$ cat src/rtl/sll_seq.sv
// Multi-cycle logical left shifter: one bit per clock, start/busy/done handshake.
// Trades a barrel shifter for up to 33 cycles of latency on shift amounts 0..31.
module sll_seq #(
    parameter int WIDTH = 32,
    parameter int SHW   = 5
) (
    input  logic             clk,
    input  logic             rst,
    input  logic             start,
    input  logic [WIDTH-1:0] in1,
    input  logic [WIDTH-1:0] in2,
    output logic             busy,
    output logic             done,
    output logic [WIDTH-1:0] out
);

    typedef enum logic [1:0] {
        IDLE  = 2'd0,
        SHIFT = 2'd1,
        DONE  = 2'd2
    } state_t;

    typedef struct packed {
        logic [WIDTH-1:0] opnd;
        logic [SHW-1:0]   amt;
    } req_t;

    state_t           state, state_nx;
    logic [WIDTH-1:0] acc, acc_nx;
    logic [SHW-1:0]   cnt, cnt_nx;
    logic [WIDTH-1:0] res, res_nx;
    req_t             req;

    // Upper shift-amount bits are architecturally ignored.
    logic unused_in2_hi;
    assign unused_in2_hi = ^in2[WIDTH-1:SHW];

    assign req.opnd = in1;
    assign req.amt  = in2[SHW-1:0];

    always_ff @(posedge clk or negedge rst) begin
        if (!rst) begin
            state <= IDLE;
            acc   <= '0;
            cnt   <= '0;
            res   <= '0;
        end else begin
            state <= state_nx;
            acc   <= acc_nx;
            cnt   <= cnt_nx;
            res   <= res_nx;
        end
    end

    always_comb begin
        state_nx = state;
        acc_nx   = acc;
        cnt_nx   = cnt;
        res_nx   = res;
        case (state)
            IDLE: begin
                if (start) begin
                    state_nx = SHIFT;
                    acc_nx   = req.opnd;
                    cnt_nx   = req.amt;
                end
            end
            SHIFT: begin
                // Counter reaching zero costs one extra cycle to publish the result.
                if (cnt != '0) begin
                    acc_nx = {acc[WIDTH-2:0], 1'b0};
                    cnt_nx = cnt - SHW'(1);
                end else begin
                    res_nx   = acc;
                    state_nx = DONE;
                end
            end
            DONE:    state_nx = IDLE;
            default: state_nx = IDLE;
        endcase
    end

    assign busy = (state != IDLE);
    assign done = (state == DONE);
    assign out  = res;

endmodule

$ cat config.mk
export PLATFORM = sky130hd
export DESIGN_NAME = sll_seq
export DESIGN_NICKNAME = d
export VERILOG_FILES = /design/src/rtl/sll_seq.sv
export SDC_FILE = /design/constraint.sdc
export NUM_CORES = 1
export LEC_CHECK = 0
export CORE_AREA = 8 8 91 93
export DETAILED_ROUTE_END_ITERATION = 7
export DIE_AREA = 0 0 99 101
export PLACE_DENSITY = 0.84
export SLEW_MARGIN = 40
export SYNTH_ARGS = -nofsm -noshare
export SYNTH_HDL_FRONTEND = slang
export SYNTH_SLANG_ARGS = --single-unit
$ cat constraint.sdc
create_clock -name clk -period 4.3 [get_ports clk]
set_input_delay 0.43 -clock clk [delete_from_list [all_inputs] [get_ports clk]]
set_output_delay 0.43 -clock clk [all_outputs]
set_load 0.02 [all_outputs]
; After elaboration in Yosys (flattened, before gate mapping)
; Index checks and enable logic that the tools add are counted.
; W data, S select, Z words.
[classes]
n_reduce_logical = 7
n_addsub = 1
n_mux = 9
bitwise = 1
eq_ne = 5
[ops]
columns = op, n
row1 = $mux W32, 2
row2 = $pmux W32 S2, 1
row3 = $mux W5, 2
row4 = $pmux W5 S2, 1
row5 = $ne A2 B2 Y1 const B, 3
row6 = $reduce_bool A5 Y1, 1
row7 = $sub A5 B1 Y5 const B, 1
row8 = $mux W2, 2
row9 = $pmux W2 S2, 1
row10 = $reduce_and A2 Y1, 2
row11 = $reduce_bool A2 Y1, 2
row12 = $reduce_and A3 Y1, 1
row13 = $eq A2 B1 Y1 const B, 1
row14 = $eq A2 B2 Y1 const B, 1
row15 = $logic_not A2 Y1, 1
row16 = $not A1 Y1, 1
[totals]
elab_cells = 27
register_bits = 71
inputBits = 67

; Longest topological paths before layout
[depth]
ltp_word = 3
depth_mapped = 7
depth_no_buf = 5

; Worst setup path before layout
; Ideal clock, no wire load.
[synth_timing]
path_type = register to register
startpoint = register cnt[0]
endpoint = register res[10], in the netlist out[10]
t_arrival_ns = 1.866
period_less_slack_ns = 1.992
slack_ns = 2.308
t_required_ns = 4.175
path_buffers = 2
stages_incl_launch_ff = 8
setup_time_ns = 0.125
cell_sequence = dfrtp_1 inv_1 ha_1 or3b_1 or3_1 buf_6 buf_12 mux2_4
[synth_between]
elab_chain_len = 3
[synth_lines]
columns = element, line
row1 = start: declaration, 30  ; logic [SHW-1:0] cnt, cnt_nx;
row2 = start signal: assignment, 50  ; cnt <= cnt_nx;
row3 = $reduce_bool A5 Y1, 70  ; if (cnt != '0) begin
row4 = $not A1 Y1 (no source line), --
row5 = $reduce_and A2 Y1 (no source line), --
row6 = end signal: assignment, 51  ; res <= res_nx;
row7 = end: declaration, 31  ; logic [WIDTH-1:0] res, res_nx;
; Every way passes these cells.
; A chain may end at the register's enable or synchronous reset.

; Worst setup path in the final report
[layout_timing]
startpoint = register cnt[0]
endpoint = register acc[3]
[layout_between]
elab_chain_len = 3
[layout_lines]
columns = element, line
row1 = $reduce_bool A5 Y1, 70
row2 = $ne A2 B2 Y1 (no source line), --
row3 = $reduce_and A3 Y1 (no source line), --
row4 = end signal: assignment, 49  ; acc <= acc_nx;
row5 = end: declaration, 29  ; logic [WIDTH-1:0] acc, acc_nx;
; Every way passes these cells.

==> results.ini <==
[synth]
ys_types=32
syn_area_per_cell_um2=15.3
yosysWarnings=0
synth-seq-cells=71
syn_inst=217
synth_seq_area_share_pct=53.5
synth_nets=285
netlist_area_um2=3320

[clocking]
cts_hold_buf=0
cts_made_buffers=9
clock_latency_ns=0.33
post_cts_resized=0
cts_tree=done
cts_root_buf=clkbuf_8
clock_tree.buffer_depth=2
cts.sinks=71
htree_levels=3
cts.clk_slew.worst_paths_ns=0.08
post-cts-setup-buffers=0

[floorplanning]
ios=101
core_um2=6940
initial_core_util_pct=47.8
die_h_um=101
dieArea_um2=10000
die_width_um=99
rows=31

[power]
finalPower_mw=3.52
powerDensity_nw_per_um2=808
peakVddDrop_v=0.000352
p_leak_nw=1.94

[sta]
grt_setup_unrepaired=false
hold_violations=0
fmax_ghz=0.438
slew_violations=0
worst_pin_slew_ns=0.777
finalCritPeriodShare_pct=53.1
fin_crit_ns=2.28
worst_clock_skew_ns=0.0101
setup_violations=0
tns_ns=0
maxSlewHeadroom_pct=47.5

[flow_run]
cap_violations=0

[worst_setup_path]
cp_slowest_cell=nor4b_1
critPathBufInv=2
worst_path_largest_cell_delay_ns=0.66
start_kind=register
crit_chain=inv_1, ha_1, nor4b_1, o21ai_4, buf_8, mux2_2
crit_required_ns=4.51
critPathKind=reg -> reg
rr_endpoint=acc[3]
critical-path-top-delay-family=simple AND/OR/NAND/NOR gates
worst_r2r_path_depth=6
r2r_start=cnt[0]
cp.arrival_ns=2.49
r2r_setup_slack_ns=2.02
critPathMaxFanout=15
end_kind=register

[routing]
routed_via_density=5.37
drcViolationCount=0
drt_pre_antenna_iters=4
wl_um=6440
routedWlPerCell_um=17.0
drt_iter0_drc=51
ant_nets=0
vias=2029

[cells_and_area]
antenna_cells=0
stdcell_area_um2=4350
nNetsFinal=360
syn_to_final_growth_pct=31.0
final_cells=378
drive_above_1_share_pct=41.2
final_core_util_pct=62.7

[placed_design]
numPortBuffers=73
dp.cells=363
dp_hpwl_um=4510
place_area_um2=4130
place_congestion=0.889

[grt]
antenna_found_initial=0
grtUsageTotal_pct=13.8
grt_pass1_vias=2226
grt_pass1_wl_um=10800
grt_overflow_total=0
grt_max_degree=72

[status]
status=finished, final reports clean

[min_path]
holdCritPathClass=in -> async

[per-stage QoR]
step	setup WS (ns)	hold WS, ns
2_1_floorplan	2.31	0.134
3_3_place_gp	1.78	0.484
3_5_place_dp	1.94	0.487
4_1_cts	2.04	0.120
5_1_grt	1.90	0.142
6_report	2.02	0.0983
[registers in the layout, indices dropped and copies added (netlist names)]
signal	cells
state	2
cnt	5
out	32
acc	32
[cells by family (layout without fill, tap and decap cells)]
kind of cell	Yosys count	count (layout)	synth area share, %
AO/OA/AOI/OAI	11	11	2.26
adder cells (fa/ha/maj)	1	1	0.377
buffers and inverters	15	94	3.54
flip-flops	71	71	53.5
multiplexers	97	97	36.0
AND/OR/NAND/NOR	22	22	4.29
[metal layers]
layer / vias up / track usage, % / wire length [µm]
li1: 938 / - / -
met1: 1024 / 15.6 / 2690
met2: 55 / 22.8 / 3180
met3: 12 / 4.28 / 402
met4: 0 / 7.79 / 169
met5: - / 0 / 0
[Yosys cell counts]
library cell / count / area, µm²
a211oi_1: 2 / 15.0
a21oi_1: 2 / 10.0
and2_1: 1 / 6.26
buf_1: 3 / 11.3
buf_12: 3 / 60.1
buf_2: 4 / 20.0
buf_6: 1 / 11.3
clkbuf_1: 1 / 3.75
dfrtp_1: 71 / 1780
ha_1: 1 / 12.5
inv_1: 3 / 11.3
mux2_2: 65 / 732
mux2_4: 29 / 435
mux2i_1: 3 / 30.0
nand2_1: 1 / 3.75
nand2b_1: 2 / 12.5
nand3_1: 2 / 10.0
nand3b_1: 1 / 7.51
nor2_1: 2 / 7.51
nor2b_1: 2 / 12.5
nor3_1: 2 / 10.0
nor3b_1: 2 / 15.0
nor4b_1: 1 / 8.76
o211ai_1: 2 / 15.0
o21ai_0: 3 / 15.0
o21ai_2: 1 / 8.76
o221a_2: 1 / 11.3
or2_2: 1 / 6.26
or3_1: 1 / 6.26
or3b_1: 1 / 8.76
or3b_2: 2 / 17.5
or4b_2: 1 / 10.0
[worst register-to-register path: cells and delay by family, from the launching register on]
family	cells	cell delay (ns)
adder cells (fa/ha/maj)	1	0.24
multiplexers	1	0.28
AO/OA/AOI/OAI	1	0.24
AND/OR/NAND/NOR	1	0.67
flip-flops	1	0.41
buffers and inverters	2	0.33
[where the power goes]
| part | internal [mW] | switching, mW | total (mW) |
|---|---|---|---|
| logic | 1.05 | 0.650 | 1.70 |
| registers | 1.01 | 0.233 | 1.24 |
| clock network | 0.339 | 0.242 | 0.581 |
| total | 2.39 | 1.12 | 3.52 |
[layout make-up]
type                       count  area, µm²
clock buffer                  10        138
clock inverter                 5       82.6
fill                         521       2590
inverter                       3       11.3
multi-input combinational    131       1450
sequential                    71       1780
tap                           82        103
timing repair buffer          76        790
[worst max path at each step]
stage | slack, ns | depth (start not counted) | endpoint | from
2_1_floorplan | 2.31 | 7 | out[10] | cnt[0]
3_5_place_dp | 1.94 | 5 | acc[3] | start
6_report | 2.02 | 6 | acc[3] | cnt[0]
3_3_place_gp | 1.78 | 5 | out[15] | cnt[0]
4_1_cts | 2.04 | 5 | out[17] | cnt[0]
5_1_grt | 1.90 | 6 | acc[3] | cnt[0]
[placed cells by master (no fill, tap or decap), types with 2 or more instances in the layout]
cell type and count:
clkbuf_8 10, nor2_1 2, clkinvlp_4 3, o21ai_0 3, or3b_2 2, nor3_1 2
bufinv_16 2, mux2_4 29, o211ai_1 2, buf_8 2, nand3_1 2, nand2b_1 2
mux2i_1 3, a211oi_1 2, dfrtp_1 71, mux2_2 65, a21oi_1 2, clkdlybuf4s50_1 72
inv_1 3
(Power assumes the default switching activity.)
